<file path="src/rtl/fifo0_pkg.sv">
// fifo0_pkg: shared definitions for the fifo0 single-clock FIFO controller.
//   occ_state_e    occupancy state (empty / partially filled / full)
//   ptr_width()    pointer width for a given RAM address width (wrap bit + address)
//   count_width()  occupancy counter width (must represent 0..DEPTH)
//   def_afull_th() default almost_full threshold (DEPTH-2)
//   DEF_AEMPTY_TH  default almost_empty threshold
package fifo0_pkg;

  typedef enum logic [1:0] {
    ST_EMPTY   = 2'd0,
    ST_PARTIAL = 2'd1,
    ST_FULL    = 2'd2
  } occ_state_e;

  localparam int DEF_AEMPTY_TH = 2;

  function automatic int ptr_width(input int addr_width);
    return addr_width + 1;
  endfunction

  function automatic int count_width(input int addr_width);
    return addr_width + 1;
  endfunction

  function automatic int def_afull_th(input int addr_width);
    return (1 << addr_width) - 2;
  endfunction

endpackage

</file>
<file path="src/rtl/fifo0_ptr.sv">
// fifo0_ptr: wrap-bit pointer for the fifo0 circular buffer.
//   wr_clk    clock
//   asyn_rst  asynchronous active-high reset, clears the pointer to 0
//   inc       advance the pointer by one slot
//   ptr       ADDR_WIDTH+1 bits; low bits address the RAM, MSB toggles on each wrap
// Because the pointer is exactly one bit wider than the address, a plain
// binary increment wraps DEPTH-1 -> 0 and toggles the wrap bit at the same time.
module fifo0_ptr
  import fifo0_pkg::*;
#(
  parameter int ADDR_WIDTH = 4
) (
  input  logic                                wr_clk,
  input  logic                                asyn_rst,
  input  logic                                inc,
  output logic [ptr_width(ADDR_WIDTH)-1:0]    ptr
);

  localparam int PW = ptr_width(ADDR_WIDTH);

  // NOTE: sequential state is updated with non-blocking assignments so every
  // flop samples pre-edge values regardless of process evaluation order.
  always_ff @(posedge wr_clk or posedge asyn_rst) begin
    if (asyn_rst) ptr <= '0;
    else if (inc) ptr <= ptr + PW'(1);
  end

endmodule

</file>
<file path="src/rtl/fifo0_sync_ctrl.sv">
// fifo0_sync_ctrl: single-clock FIFO controller sequencing one external
// ipm_distributed_sdpram as a circular buffer.
//   wr_clk, asyn_rst        sole clock; asynchronous active-high reset
//   push, push_data         write request and payload
//   pop                     read request
//   pop_data, pop_valid     read payload, valid one cycle after an accepted pop
//   full, empty             occupancy state decode
//   almost_full/empty       count >= AFULL_TH / count <= AEMPTY_TH (registered)
//   count                   occupancy 0..DEPTH
//   ram_wr_en/addr/data     RAM write port
//   ram_rd_addr, ram_rd_data RAM read port (head of queue always addressed)
// OUT_REG must match the RAM's OUT_REG: 0 = combinational RAM read, registered
// here; 1 = RAM registers its output, passed straight through.
// Optional macro FIFO0_CTRL_ERR_STATUS_EN adds err_clr, overflow, underflow.
module fifo0_sync_ctrl
  import fifo0_pkg::*;
#(
  parameter int ADDR_WIDTH = 4,
  parameter int DATA_WIDTH = 16,
  parameter int OUT_REG    = 0,
  parameter int AFULL_TH   = def_afull_th(ADDR_WIDTH),
  parameter int AEMPTY_TH  = DEF_AEMPTY_TH
) (
  input  logic                        wr_clk,
  input  logic                        asyn_rst,
  input  logic                        push,
  input  logic [DATA_WIDTH-1:0]       push_data,
  input  logic                        pop,
  output logic [DATA_WIDTH-1:0]       pop_data,
  output logic                        pop_valid,
  output logic                        full,
  output logic                        empty,
  output logic                        almost_full,
  output logic                        almost_empty,
  output logic [ADDR_WIDTH:0]         count,
  output logic                        ram_wr_en,
  output logic [ADDR_WIDTH-1:0]       ram_wr_addr,
  output logic [DATA_WIDTH-1:0]       ram_wr_data,
  output logic [ADDR_WIDTH-1:0]       ram_rd_addr,
  input  logic [DATA_WIDTH-1:0]       ram_rd_data
`ifdef FIFO0_CTRL_ERR_STATUS_EN
  ,
  input  logic                        err_clr,
  output logic                        overflow,
  output logic                        underflow
`endif
);

  localparam int DEPTH = 1 << ADDR_WIDTH;
  localparam int CW    = count_width(ADDR_WIDTH);
  localparam logic [CW-1:0] AFULL_C  = CW'(AFULL_TH);
  localparam logic [CW-1:0] AEMPTY_C = CW'(AEMPTY_TH);

  occ_state_e            state, state_nxt;
  logic [CW-1:0]         count_nxt;
  logic [ADDR_WIDTH:0]   wr_ptr, rd_ptr;
  logic                  rd_acc, wr_acc;

  // A push at full only succeeds when a pop frees the slot in the same cycle;
  // a pop at empty is never served, even by a concurrent push (no bypass).
  assign rd_acc = pop & ~empty;
  assign wr_acc = push & (~full | rd_acc);

  fifo0_ptr #(.ADDR_WIDTH(ADDR_WIDTH)) u_wr_ptr (
    .wr_clk   (wr_clk),
    .asyn_rst (asyn_rst),
    .inc      (wr_acc),
    .ptr      (wr_ptr)
  );

  fifo0_ptr #(.ADDR_WIDTH(ADDR_WIDTH)) u_rd_ptr (
    .wr_clk   (wr_clk),
    .asyn_rst (asyn_rst),
    .inc      (rd_acc),
    .ptr      (rd_ptr)
  );

  // NOTE: RAM contents are deliberately not reset; the pointers are, which
  // makes any stale words unreachable until they are rewritten.
  assign ram_wr_en   = wr_acc;
  assign ram_wr_addr = wr_ptr[ADDR_WIDTH-1:0];
  assign ram_wr_data = push_data;
  assign ram_rd_addr = rd_ptr[ADDR_WIDTH-1:0];

  // NOTE: every signal assigned in always_comb gets a default first, so no
  // path through the case leaves it unassigned and no latch is inferred.
  always_comb begin
    state_nxt = state;
    count_nxt = count;
    if (wr_acc && !rd_acc)      count_nxt = count + CW'(1);
    else if (rd_acc && !wr_acc) count_nxt = count - CW'(1);
    case (state)
      ST_EMPTY:   if (wr_acc) state_nxt = ST_PARTIAL;
      ST_PARTIAL: begin
        if (rd_acc && !wr_acc && count == CW'(1))
          state_nxt = ST_EMPTY;
        else if (wr_acc && !rd_acc && count == CW'(DEPTH - 1))
          state_nxt = ST_FULL;
      end
      ST_FULL:    if (rd_acc && !wr_acc) state_nxt = ST_PARTIAL;
      default:    state_nxt = ST_EMPTY;
    endcase
  end

  always_ff @(posedge wr_clk or posedge asyn_rst) begin
    if (asyn_rst) begin
      state        <= ST_EMPTY;
      count        <= '0;
      almost_full  <= 1'b0;
      almost_empty <= 1'b1;
      pop_valid    <= 1'b0;
    end else begin
      state        <= state_nxt;
      count        <= count_nxt;
      almost_full  <= (count_nxt >= AFULL_C);
      almost_empty <= (count_nxt <= AEMPTY_C);
      pop_valid    <= rd_acc;
    end
  end

  assign empty = (state == ST_EMPTY);
  assign full  = (state == ST_FULL);

  // Both alignment paths present the head word one cycle after the pop: the
  // RAM output register (OUT_REG=1) or the local register (OUT_REG=0) samples
  // the old head address on the same edge that advances rd_ptr. At full with
  // push+pop on one slot, that read sees the word before the write lands.
  generate
    if (OUT_REG != 0) begin : g_ram_reg
      assign pop_data = ram_rd_data;
    end else begin : g_ctrl_reg
      logic [DATA_WIDTH-1:0] pop_data_q;
      always_ff @(posedge wr_clk or posedge asyn_rst) begin
        if (asyn_rst)    pop_data_q <= '0;
        else if (rd_acc) pop_data_q <= ram_rd_data;
      end
      assign pop_data = pop_data_q;
    end
  endgenerate

`ifdef FIFO0_CTRL_ERR_STATUS_EN
  // Sticky error flags; a new error in the clearing cycle keeps the flag set.
  always_ff @(posedge wr_clk or posedge asyn_rst) begin
    if (asyn_rst) begin
      overflow  <= 1'b0;
      underflow <= 1'b0;
    end else begin
      if (push && !wr_acc) overflow <= 1'b1;
      else if (err_clr)    overflow <= 1'b0;
      if (pop && empty)    underflow <= 1'b1;
      else if (err_clr)    underflow <= 1'b0;
    end
  end
`endif

  // Pointer distance must always equal the tracked occupancy.
  a_count_matches_ptrs : assert property (
    @(posedge wr_clk) disable iff (asyn_rst) (wr_ptr - rd_ptr) == count);

endmodule

</file>
<file path="config.mk">
export PLATFORM = sky130hd
export DESIGN_NAME = fifo0_sync_ctrl
export DESIGN_NICKNAME = d
export VERILOG_FILES = /design/src/rtl/fifo0_pkg.sv /design/src/rtl/fifo0_ptr.sv /design/src/rtl/fifo0_sync_ctrl.sv
export SDC_FILE = /design/constraint.sdc
export NUM_CORES = 1
export LEC_CHECK = 0
export CORE_MARGIN = 10
export CORE_UTILIZATION = 41
export DETAILED_ROUTE_END_ITERATION = 12
export GPL_ROUTABILITY_DRIVEN = 0
export MAX_ROUTING_LAYER = met4
export PLACE_DENSITY = 0.8
export SLEW_MARGIN = 20
export SYNTH_ARGS = -nofsm -noshare
export SYNTH_HDL_FRONTEND = slang
export SYNTH_HIERARCHICAL = 1
export SYNTH_SLANG_ARGS = --single-unit
export TNS_END_PERCENT = 50
</file>
<file path="constraint.sdc">
create_clock -name wr_clk -period 2.39 [get_ports wr_clk]
set_clock_uncertainty 0.2 [all_clocks]
set_input_delay 0.3585 -clock wr_clk [delete_from_list [all_inputs] [get_ports wr_clk]]
set_output_delay 0.3585 -clock wr_clk [all_outputs]
set_load 0.01 [all_outputs]
</file>
Word level (Yosys, flattened, before mapping)
Cells that the tools add are included.

Register bits: 36. Bits of input ports: 36. Output and inout port bits: 51.

$add $sub $neg: 4. Order comparisons: 2. Eq/ne operators: 7. Muxes and demuxes: 7. Bitwise operators: 5. Reduce and logical (&&, ||, !) cells: 8.

Operators by type and width (count): adder 5 x 1 -> 5 bit (second input constant) (3); 2-to-1 mux 5 bit (2); 2-to-1 mux 2 bit (4); case mux 2 bit (3 select lines) (1); == test 5 x 1 -> 1 bit (second input constant) (1); == test 5 x 4 -> 1 bit (second input constant) (1); greater-or-equal comparator 5 x 4 -> 1 bit (second input constant) (1); less-or-equal comparator 5 x 2 -> 1 bit (second input constant) (1); subtractor 5 x 1 -> 5 bit (second input constant) (1); logical AND 1 bit (4); inequality test 2 x 1 -> 1 bit (second input constant) (2); inequality test 3 bit (second input constant) (1); AND reduction 3 bit (1); AND 1 bit (2); == test 2 x 1 -> 1 bit (second input constant) (1); == test 2 bit (second input constant) (1); logical NOT 1 bit (2); logical NOT 2 bit (1); NOT 1 bit (2); OR 1 bit (1).

Longest topological paths before layout
Depth after elaboration: 10. Depth in mapped cells: 7.

Cells and area by module
Netlist, hierarchy kept.

By module, submodules not included: fifo0_sync_ctrl (times used 1, cells each 128, area an instance 1417.6 um^2, sequential area each 651.9 um^2); fifo0_ptr (times used 2, cells each 15, area an instance 203.9 um^2, sequential area each 125.1 um^2).

Worst setup path after synthesis
No wires, ideal clock.

Path type: flip-flop to flip-flop. Start point: register count[1]. End point: register state[1]. Library setup time: 136 ps. Arrival: 1723 ps. Required time: 2054 ps. Path slack: 330 ps. Cell stages (with the launch flop): 8. Path buffers: 0. Period minus slack after synthesis: 2060 ps. Cell sequence: dfrtp_1 -> inv_1 -> ha_1 -> or3b_2 -> o311ai_0 -> o21ai_0 -> nand2_1 -> o21ai_0.

Longest elaborated chain between the ends: 4. Elaborated cells on any way between the ends: 8. Those cells by class: eq/ne (3); mux (2); reduce/logical (3).

RTL lines: start, declared (line fifo0_sync_ctrl.sv:35) `output logic [ADDR_WIDTH:0] count,`; start signal, assigned (line fifo0_sync_ctrl.sv:114) `count <= count_nxt;`; == test 5 x 1 -> 1 bit / == test 5 x 4 -> 1 bit (equally long branches) (line fifo0_sync_ctrl.sv:95, fifo0_sync_ctrl.sv:97); logical AND 1 bit (on tied branches) (line fifo0_sync_ctrl.sv:95, fifo0_sync_ctrl.sv:97); inequality test 3 bit (no line) / 2-to-1 mux 2 bit (equally long branches); AND reduction 3 bit (no line) / case mux 2 bit (3 select lines) (equally long branches); end signal, assigned (line fifo0_sync_ctrl.sv:113) `state <= state_nxt;`; end, declared (line fifo0_sync_ctrl.sv:54) `occ_state_e state, state_nxt;`.

Several ways; a longest one is shown, not always the timed one. A chain may end at the register's enable or synchronous reset.

Final worst setup path
Start point: input push. End point: output ram_wr_en.

Longest elaborated chain between the ends: 1.

RTL lines: start, declared (line fifo0_sync_ctrl.sv:26) `input logic push,`; AND 1 bit (line fifo0_sync_ctrl.sv:62) `assign wr_acc = push & (~full | rd_acc);`; end, declared (line fifo0_sync_ctrl.sv:36) `output logic ram_wr_en,`.

No other way between the ends.

==> results.toml <==
[floorplanning]
ioPinCount = 87
die_y_um = 85.25
die-area_um2 = 7267
die_x_um = 85.25
core_um2 = 4058
rows = 23
initial_utilization_pct = 43.02

[grt]
antenna_found_initial = 0
grt_pass1_vias = 1290
grt_max_degree = 27
grt_pass1_wl_um = 6292
grt_remaining_overflow = 0
grt_usage_pct = 10.85

[cts]
cts.sinks = 34
post_cts_buffers = 0
h-tree-depth = 2
cts_resized = 0
cts_root_buf = "clkbuf_8"
insertion_delay_ns = 0.28
cts_made_buffers = 5
clk_pin_slew_ns = 0.06
cts_tree = "yes"
cts_max_path_buffers = 2
cts_hold_buf = 0

[routing]
dr.pass1.iters = 4
drtIter0Drc = 76
drt-total-wl_um = 3840
detail_route.vias_per_cell = 4.877
wl_per_cell_um = 15.18
drtAntennaViolNets = 0
drc = 0
via_count = 1234

[finish]
drive_gt1_share_pct = 20.69
syn2layout_area_growth_pct = 35.91
design_area_um2 = 2372
final_nets = 244
post-route-util_pct = 58.46
diodes = 0

[setup_path]
crit_type = "in -> out"
crit_top_cell = "clkdlybuf4s50_1"
cp_top_family = "buffers and inverters"
crit_chain = "clkdlybuf4s50_1 > buf_4 > o21a_1 > clkdlybuf4s50_1"
cp.required_ns = 1.83
arrival_ns = 1.69
start_kind = "input port"
slowest_stage = "clkdlybuf4s50_1"
max_stage_delay_ns = 0.54
cp.buffers_inverters = 3
crit_path_end_kind = "primary output"
worstPathMaxFanout = 8

[timing]
max_slew_margin_pct = 67.04
fin_tns_setup_ns = 0
rsz0062_at_grt = "no"
drv_slew = 0
worstMarginPinSlew_ns = 0.4883
fin_crit_ns = 2.251
fmax_mhz = 444.3
setup_viol = 0
finalHoldViolCount = 0
fin_crit_sh_pct = 94.17

[place]
port_buffers = 54
place_hpwl_um = 3037
placed_area_um2 = 2281

[flow_run]
cap_viol_max_count = 0

[logic_synthesis]
synth_nets = 194
ys_warn_count = 6
syn_inst = 152
syn_avg_cell_area_um2 = 11.48
synth_area_um2 = 1745

[power]
vdd_ir_drop_max_mv = 0.6753
leakage_nw = 1.035
powerDensity_nw_per_um2 = 1141

[min_path]
min_path_type = "in -> async"

[outcome]
status = "finished clean"
## state kept, by name (all words and copies together) (netlist names)
signal,flops
pop_data,16
count,5
u_rd_ptr/ptr,4
u_wr_ptr/ptr,4
state,2
almost_empty,1
almost_full,1
pop_valid,1
## metrics by stage
step | hold WS (ns) | power (W) | setup slack (ns) | instances
6_report | 0.1097 | 0.002706 | 0.1392 | 253
3_3_place_gp | 0.2623 | 0.002285 | 0.07171 | 245
4_1_cts | 0.1069 | 0.002748 | 0.1338 | 253
2_1_floorplan | -0.07542 | 0.001652 | 0.3305 | 152
3_5_place_dp | 0.2641 | 0.002312 | 0.01312 | 245
5_1_grt | 0.1469 | 0.002916 | 0.05414 | 253
## path summary, 6_finish.rpt
path / cells past startpoint / start / slack (ns) / end
max: 4 / push / 0.14 / ram_wr_en
min: 2 / asyn_rst / 0.11 / u_rd_ptr/ptr[3]
max reg2reg: 6 / count[0] / 0.22 / state[1]
min reg2reg: 1 / u_rd_ptr/ptr[3] / 0.28 / u_rd_ptr/ptr[3]
max in group asynchronous: 3 / asyn_rst / 1.41 / almost_empty
min in group wr_clk: 1 / u_rd_ptr/ptr[3] / 0.28 / u_rd_ptr/ptr[3]
## layout by cell type (no fill, tap or decap), types with 2 or more instances in the layout
cell type,instances
nand2b_1,3
clkbuf_8,6
buf_4,11
clkdlybuf4s50_1,54
xor2_1,2
a21oi_1,2
dfrtp_1,33
and3_1,2
inv_1,10
xnor2_1,8
ha_1,6
mux2i_1,2
nand4_1,3
nand2_1,11
nand3_1,2
nor2_1,2
o311ai_0,2
o211ai_1,2
mux2_2,18
o21ai_0,3
## metal layers
layer	global-route usage (%)	vias up	wire (µm)
li1	-	597	-
met1	12.50	579	1559
met2	16.14	53	1826
met3	5.067	5	418
met4	3.892	0	36
met5	-	-	0
## final cells by class
cell class | instances | area (µm²)
clock buffer | 7 | 86.33
clock inverter | 1 | 5.005
multi-input combinational | 85 | 701.9
sequential | 34 | 852.1
inverter | 11 | 41.29
timing repair buffer | 65 | 623.1
tap | 50 | 62.56
fill | 331 | 1685
## power by group
part,leakage (nW),internal [W],switching (W)
Combinational,0.592,0.000753,0.000556
Sequential,0.395,0.000809,0.000168
Clock,0.0482,0.000232,0.000188
(Power assumes the default switching activity.)
